===== src/rtl/seven_seg_pkg.sv =====
// Seven-segment glyph definitions shared by the decoder.
// Bit order is g..a, active-high (segment lit = 1).
package seven_seg_pkg;

  typedef logic [6:0] seg7_t;

  localparam seg7_t SEG_0     = 7'h3F;
  localparam seg7_t SEG_1     = 7'h06;
  localparam seg7_t SEG_2     = 7'h5B;
  localparam seg7_t SEG_3     = 7'h4F;
  localparam seg7_t SEG_4     = 7'h66;
  localparam seg7_t SEG_5     = 7'h6D;
  localparam seg7_t SEG_6     = 7'h7D;
  localparam seg7_t SEG_7     = 7'h07;
  localparam seg7_t SEG_8     = 7'h7F;
  localparam seg7_t SEG_9     = 7'h6F;
  localparam seg7_t SEG_A     = 7'h77;
  localparam seg7_t SEG_B     = 7'h7C;
  localparam seg7_t SEG_C     = 7'h39;
  localparam seg7_t SEG_D     = 7'h5E;
  localparam seg7_t SEG_E     = 7'h79;
  localparam seg7_t SEG_F     = 7'h71;
  localparam seg7_t SEG_BLANK = 7'h00;

  // Any nibble with X/Z bits falls to the default and shows blank.
  function automatic seg7_t hex_to_seg(input logic [3:0] nibble);
    seg7_t s;
    case (nibble)
      4'h0:    s = SEG_0;
      4'h1:    s = SEG_1;
      4'h2:    s = SEG_2;
      4'h3:    s = SEG_3;
      4'h4:    s = SEG_4;
      4'h5:    s = SEG_5;
      4'h6:    s = SEG_6;
      4'h7:    s = SEG_7;
      4'h8:    s = SEG_8;
      4'h9:    s = SEG_9;
      4'hA:    s = SEG_A;
      4'hB:    s = SEG_B;
      4'hC:    s = SEG_C;
      4'hD:    s = SEG_D;
      4'hE:    s = SEG_E;
      4'hF:    s = SEG_F;
      default: s = SEG_BLANK;
    endcase
    return s;
  endfunction

endpackage


===== src/rtl/seven_seg_lut.sv =====
// Combinational hex nibble to active-high segment pattern.
// Unknown input bits resolve to the blank pattern.
module seven_seg_lut
  import seven_seg_pkg::*;
(
  input  logic [3:0] nibble_i,
  output seg7_t      seg_o
);

  // Pure table lookup, no state.
  always_comb begin
    seg_o = hex_to_seg(nibble_i);
  end

endmodule


===== src/rtl/seven_seg_decoder.sv =====
// Registered hex to 7-segment decoder for one display digit.
// Polarity is applied ahead of the register so pins never glitch.
module seven_seg_decoder
  import seven_seg_pkg::*;
#(
  parameter bit ACTIVE_LOW  = 1'b0,
  parameter bit RESET_BLANK = 1'b1
) (
  input  logic       clk,
  input  logic       rst_n,
  input  logic [3:0] in,
  output logic [6:0] out
);

  localparam seg7_t RST_RAW = RESET_BLANK ? SEG_BLANK : SEG_0;
  localparam seg7_t RST_VAL = ACTIVE_LOW ? ~RST_RAW : RST_RAW;

  seg7_t raw;
  seg7_t out_d;
  seg7_t out_q;

  seven_seg_lut u_lut (
    .nibble_i (in),
    .seg_o    (raw)
  );

  // Select drive polarity before the flop.
  always_comb begin
    out_d = ACTIVE_LOW ? ~raw : raw;
  end

  // Output register; reset forces the idle pattern at once.
  always_ff @(posedge clk or negedge rst_n) begin
    if (!rst_n) out_q <= RST_VAL;
    else        out_q <= out_d;
  end

  assign out = out_q;

endmodule


===== config.mk =====
export PLATFORM = sky130hd
export DESIGN_NAME = seven_seg_decoder
export DESIGN_NICKNAME = d
export VERILOG_FILES = /design/src/rtl/seven_seg_pkg.sv /design/src/rtl/seven_seg_lut.sv /design/src/rtl/seven_seg_decoder.sv
export SDC_FILE = /design/constraint.sdc
export NUM_CORES = 1
export LEC_CHECK = 0
export ABC_AREA = 1
export BUFFER_PORTS_ARGS = -buffer_cell sky130_fd_sc_hd__buf_2
export CORE_AREA = 3 3 40 42
export CTS_CLUSTER_DIAMETER = 120
export DETAILED_ROUTE_END_ITERATION = 10
export DIE_AREA = 0 0 43 45
export GPL_ROUTABILITY_DRIVEN = 0
export SYNTH_ARGS = -nofsm -noshare
export SYNTH_HDL_FRONTEND = slang
export SYNTH_SLANG_ARGS = --single-unit
export TNS_END_PERCENT = 10

===== constraint.sdc =====
create_clock -name clk -period 0.8 [get_ports clk]
set_input_delay 0.12 -clock clk [delete_from_list [all_inputs] [get_ports clk]]
set_output_delay 0.12 -clock clk [all_outputs]
set_load 0.02 [all_outputs]

Word level (Yosys, flattened, before mapping) --
Memory sizes are Yosys's and may differ from the RTL's. A register that Yosys moved wholly into a read port is not among the register bits. Index checks and enable logic that the tools add are counted.
Storage, ports and cells: output and inout port bits 7, memories kept 1, bits in registers 0, ROM bits 112, word-level logic and storage cells 2
Memories:
- (no name shown) | words 16, width 7, rd ports 1, clocked after memory_dff 1, wr ports 0, line seven_seg_pkg.sv:28 | case (nibble)
Cells by class: reductions and logical operators 1
Operator list (number):
- 1-bit logical NOT | 1

Depth between registers and ports, before layout --
depth in word-level cells 1, mapped depth 7, mapped depth without buffers 7

Modules after synthesis --
From an unflattened synthesis, not the netlist that was laid out.
Unflattened totals: cell total of the unflattened synthesis 59, area total of the unflattened synthesis 445.4 µm²
Modules (own cells, without submodules):
- seven_seg_lut | times used 1, seq. area each 0.0 µm², cells each 52, area each 270.3 µm²
- seven_seg_decoder | times used 1, seq. area each 175.2 µm², cells each 7, area each 175.2 µm²

Least setup slack after synthesis --
Ideal clock, no wire load.
path kind input to register, start input in[0], end register out_q[3] (netlist: out[3]), buffers on the path 0, required time 0.684 ns, library setup time 0.116 ns, slack 0.000 ns, arrival 0.683 ns, stages 6, cell sequence inv_1 > ha_1 > nand2_1 > o21ai_0 > nand2_1 > nand2_1
RTL lines:
- start, declared | line seven_seg_decoder.sv:11 | input logic [3:0] in,
- end, declared | line seven_seg_decoder.sv:20 | seg7_t out_q;

Worst setup path after layout --
start register out_q[5] (netlist: out[5]), end output out[5]
RTL lines:
- end, declared | line seven_seg_decoder.sv:12 | output logic [6:0] out
No word-level cell between the ends.

==> run metrics <==
status finished, violations left; failing checks negative setup slack; global route overflow 0; Crit Path Class flop to output port; Avg Inst Size Synth 7.550 um^2; ratio of cells with drive above 1 in the final layout 0.2692; global-route wire length before repair 1366 um; Synth area leaders dfrtp_1 39%, nand2_1 24%, ha_1 20%; grt met3 use 0.02789; die width 43 um; Final Core Density 0.4528; Fmax 1146 MHz; Worst Slack Setup Final -72.46 ps; crit start category flop; height of the die 45 um; Synth Register Bits 7; fillers 133; CTS root buffer clkbuf_4; sum of buffers and inverters on the critical path 1; Final ANT Viol Nets 0; CTS tree yes; Max VDD drop 0.4186 mV; first-pass iteration count of the detailed router 3; Slew headroom 0.8985; # IOs 13; final net count 92; Hold Slack 180.7 ps; DRC 0; clock sink count 7; Mapped Cells 59; Slew @ Worst Pin 152.1 ps; mux share of post-synthesis cell area 0; core outline area 1285 um^2; minimum clock period 872.5 ps; Critical Path Max Stage Delay 350 ps; Rows 13; Starting Density 0.3466; clk buf depth 2; Non-Filler Instances 93; hpwl dp 628.6 um; Post-Syn Nets 72; Die ar. 1935 um^2; synth warn 0; Simple-Gate Fraction of Synth Area 0.3034; initial drt markers 7; Port Buf Inserts 12; Req. time, crit path 680 ps; H-tree Lvls 1; Critical Path Sink Type output port; Crit path arrival time 750 ps; routed via count 393; sequence of cells on the critical path buf_2; worst-path fanout max 1; initial antenna violation count 0; Static Leakage 0.3408 nW; Final Setup Violations 7; clock-pin slew on the worst setup and hold paths 50 ps; Seq/Total Area, Yosys 0.3933; area grow syn2layout 30.62%; Hold Path Class primary input to flop; WL/cell 8.043 um; Final Hold Vio Count 0; vias per cell 4.226; Final Max Tran Viols 0; Power Dens Cells 1597 nW/um^2; GR Util met1 0.1012; Max Cap Viol 0; Total Routing Usage GR 0.09908; crit-path leading delay family flip-flops; vias in the first global route 345; Post-CTS Setup Bufs 0; adder-cell share of the synthesized area 0.1966; XOR/XNOR Fraction of Synth Area 0; slowest CP cell dfrtp_1; placed insts 88; Largest register FFs 7; # diodes 0; TritonCTS buffer count 3; largest net degree at the start of global routing 10; period utilisation layout 1.091; WL final 748 um; largest area contributor in the netlist dfrtp_1; share of the synthesized area in the top cell type 0.3933; GRT Max-Usage Layer met2; Post-Syn Area 445.4 um^2; Synth Area in Compound Gates 0.02247; unique cell type count in the Yosys netlist 10; largest family of logic cells by synthesized area simple AND/OR/NAND/NOR gates; RSZ-0062 raised after global routing true; M2 GR Usage 0.1557
## layer usage
metal | up-vias | routed length (um)
met5 | - | 0
met4 | 0 | 34
met3 | 5 | 68
met2 | 14 | 349
met1 | 161 | 295
li1 | 213 | -
## through the flow
step / area, um^2 / setup TNS, ps / worst slack, ps / power, mW
after floorplan: 445.4 / 0 / 0.4238 / 0.5326
final: 581.8 / -473.1 / -72.46 / 0.9293
after detailed placement: 539.3 / -852.4 / -164.5 / 0.6143
after global placement: 539.3 / -835.4 / -150.8 / 0.6122
after global routing: 581.8 / -681.4 / -105.6 / 0.9941
after CTS: 581.8 / -575.6 / -91.88 / 0.9503
## layout by cell type (no fill, tap or decap), types with 2 or more instances in the layout
| master | instances |
|---|---|
| nand3_1 | 4 |
| o21ai_0 | 2 |
| clkbuf_4 | 3 |
| buf_2 | 11 |
| buf_4 | 3 |
| nand2_1 | 28 |
| inv_1 | 6 |
| dfrtp_1 | 7 |
| ha_1 | 7 |
| inv_2 | 2 |
## where the power goes
| part | internal (mW) | leakage [nW] | switching (mW) |
|---|---|---|---|
| registers | 0.386 | 0.0786 | 0.00704 |
| logic | 0.0857 | 0.247 | 0.137 |
| clock network | 0.190 | 0.0150 | 0.124 |
## final cells by class
type                       instances  area, um^2  share of cell area
clock buffer                       4       26.28             0.04516
inverter                           8       30.03             0.05161
multi-input combinational         43       232.7              0.4000
sequential                         7       175.2              0.3011
tap                               15       18.77             0.03226
timing repair buffer              16       98.84              0.1699
## path summary, 6_finish.rpt
| path | from | to | depth (start not counted) |
|---|---|---|---|
| min | in[3] | out[3] | 3 |
| min in group asynchronous | rst_n | out[0] | 2 |
| max | out[5] | out[5] | 1 |
| max in group asynchronous | rst_n | out[5] | 2 |
## cells by family after synthesis
group	Yosys count
compound gates	2
fa+ha+maj	7
buf+inv	9
flops	7
simple gates	34
## synthesized netlist by cell type (all sizes together)
cell / count
nand2: 29
dfrtp: 7
ha: 7
o21ai: 2
buf: 1
nand3: 4
nor2: 1
inv: 8
## timing repair
item                                    4_1_cts  5_1_grt
hold endpoints to repair                      7        0
resized for setup                             2        1
hold buffers                                  1        0
endpoints found under the setup margin        7        8
No activity file was read; power rests on OpenSTA's default activity.
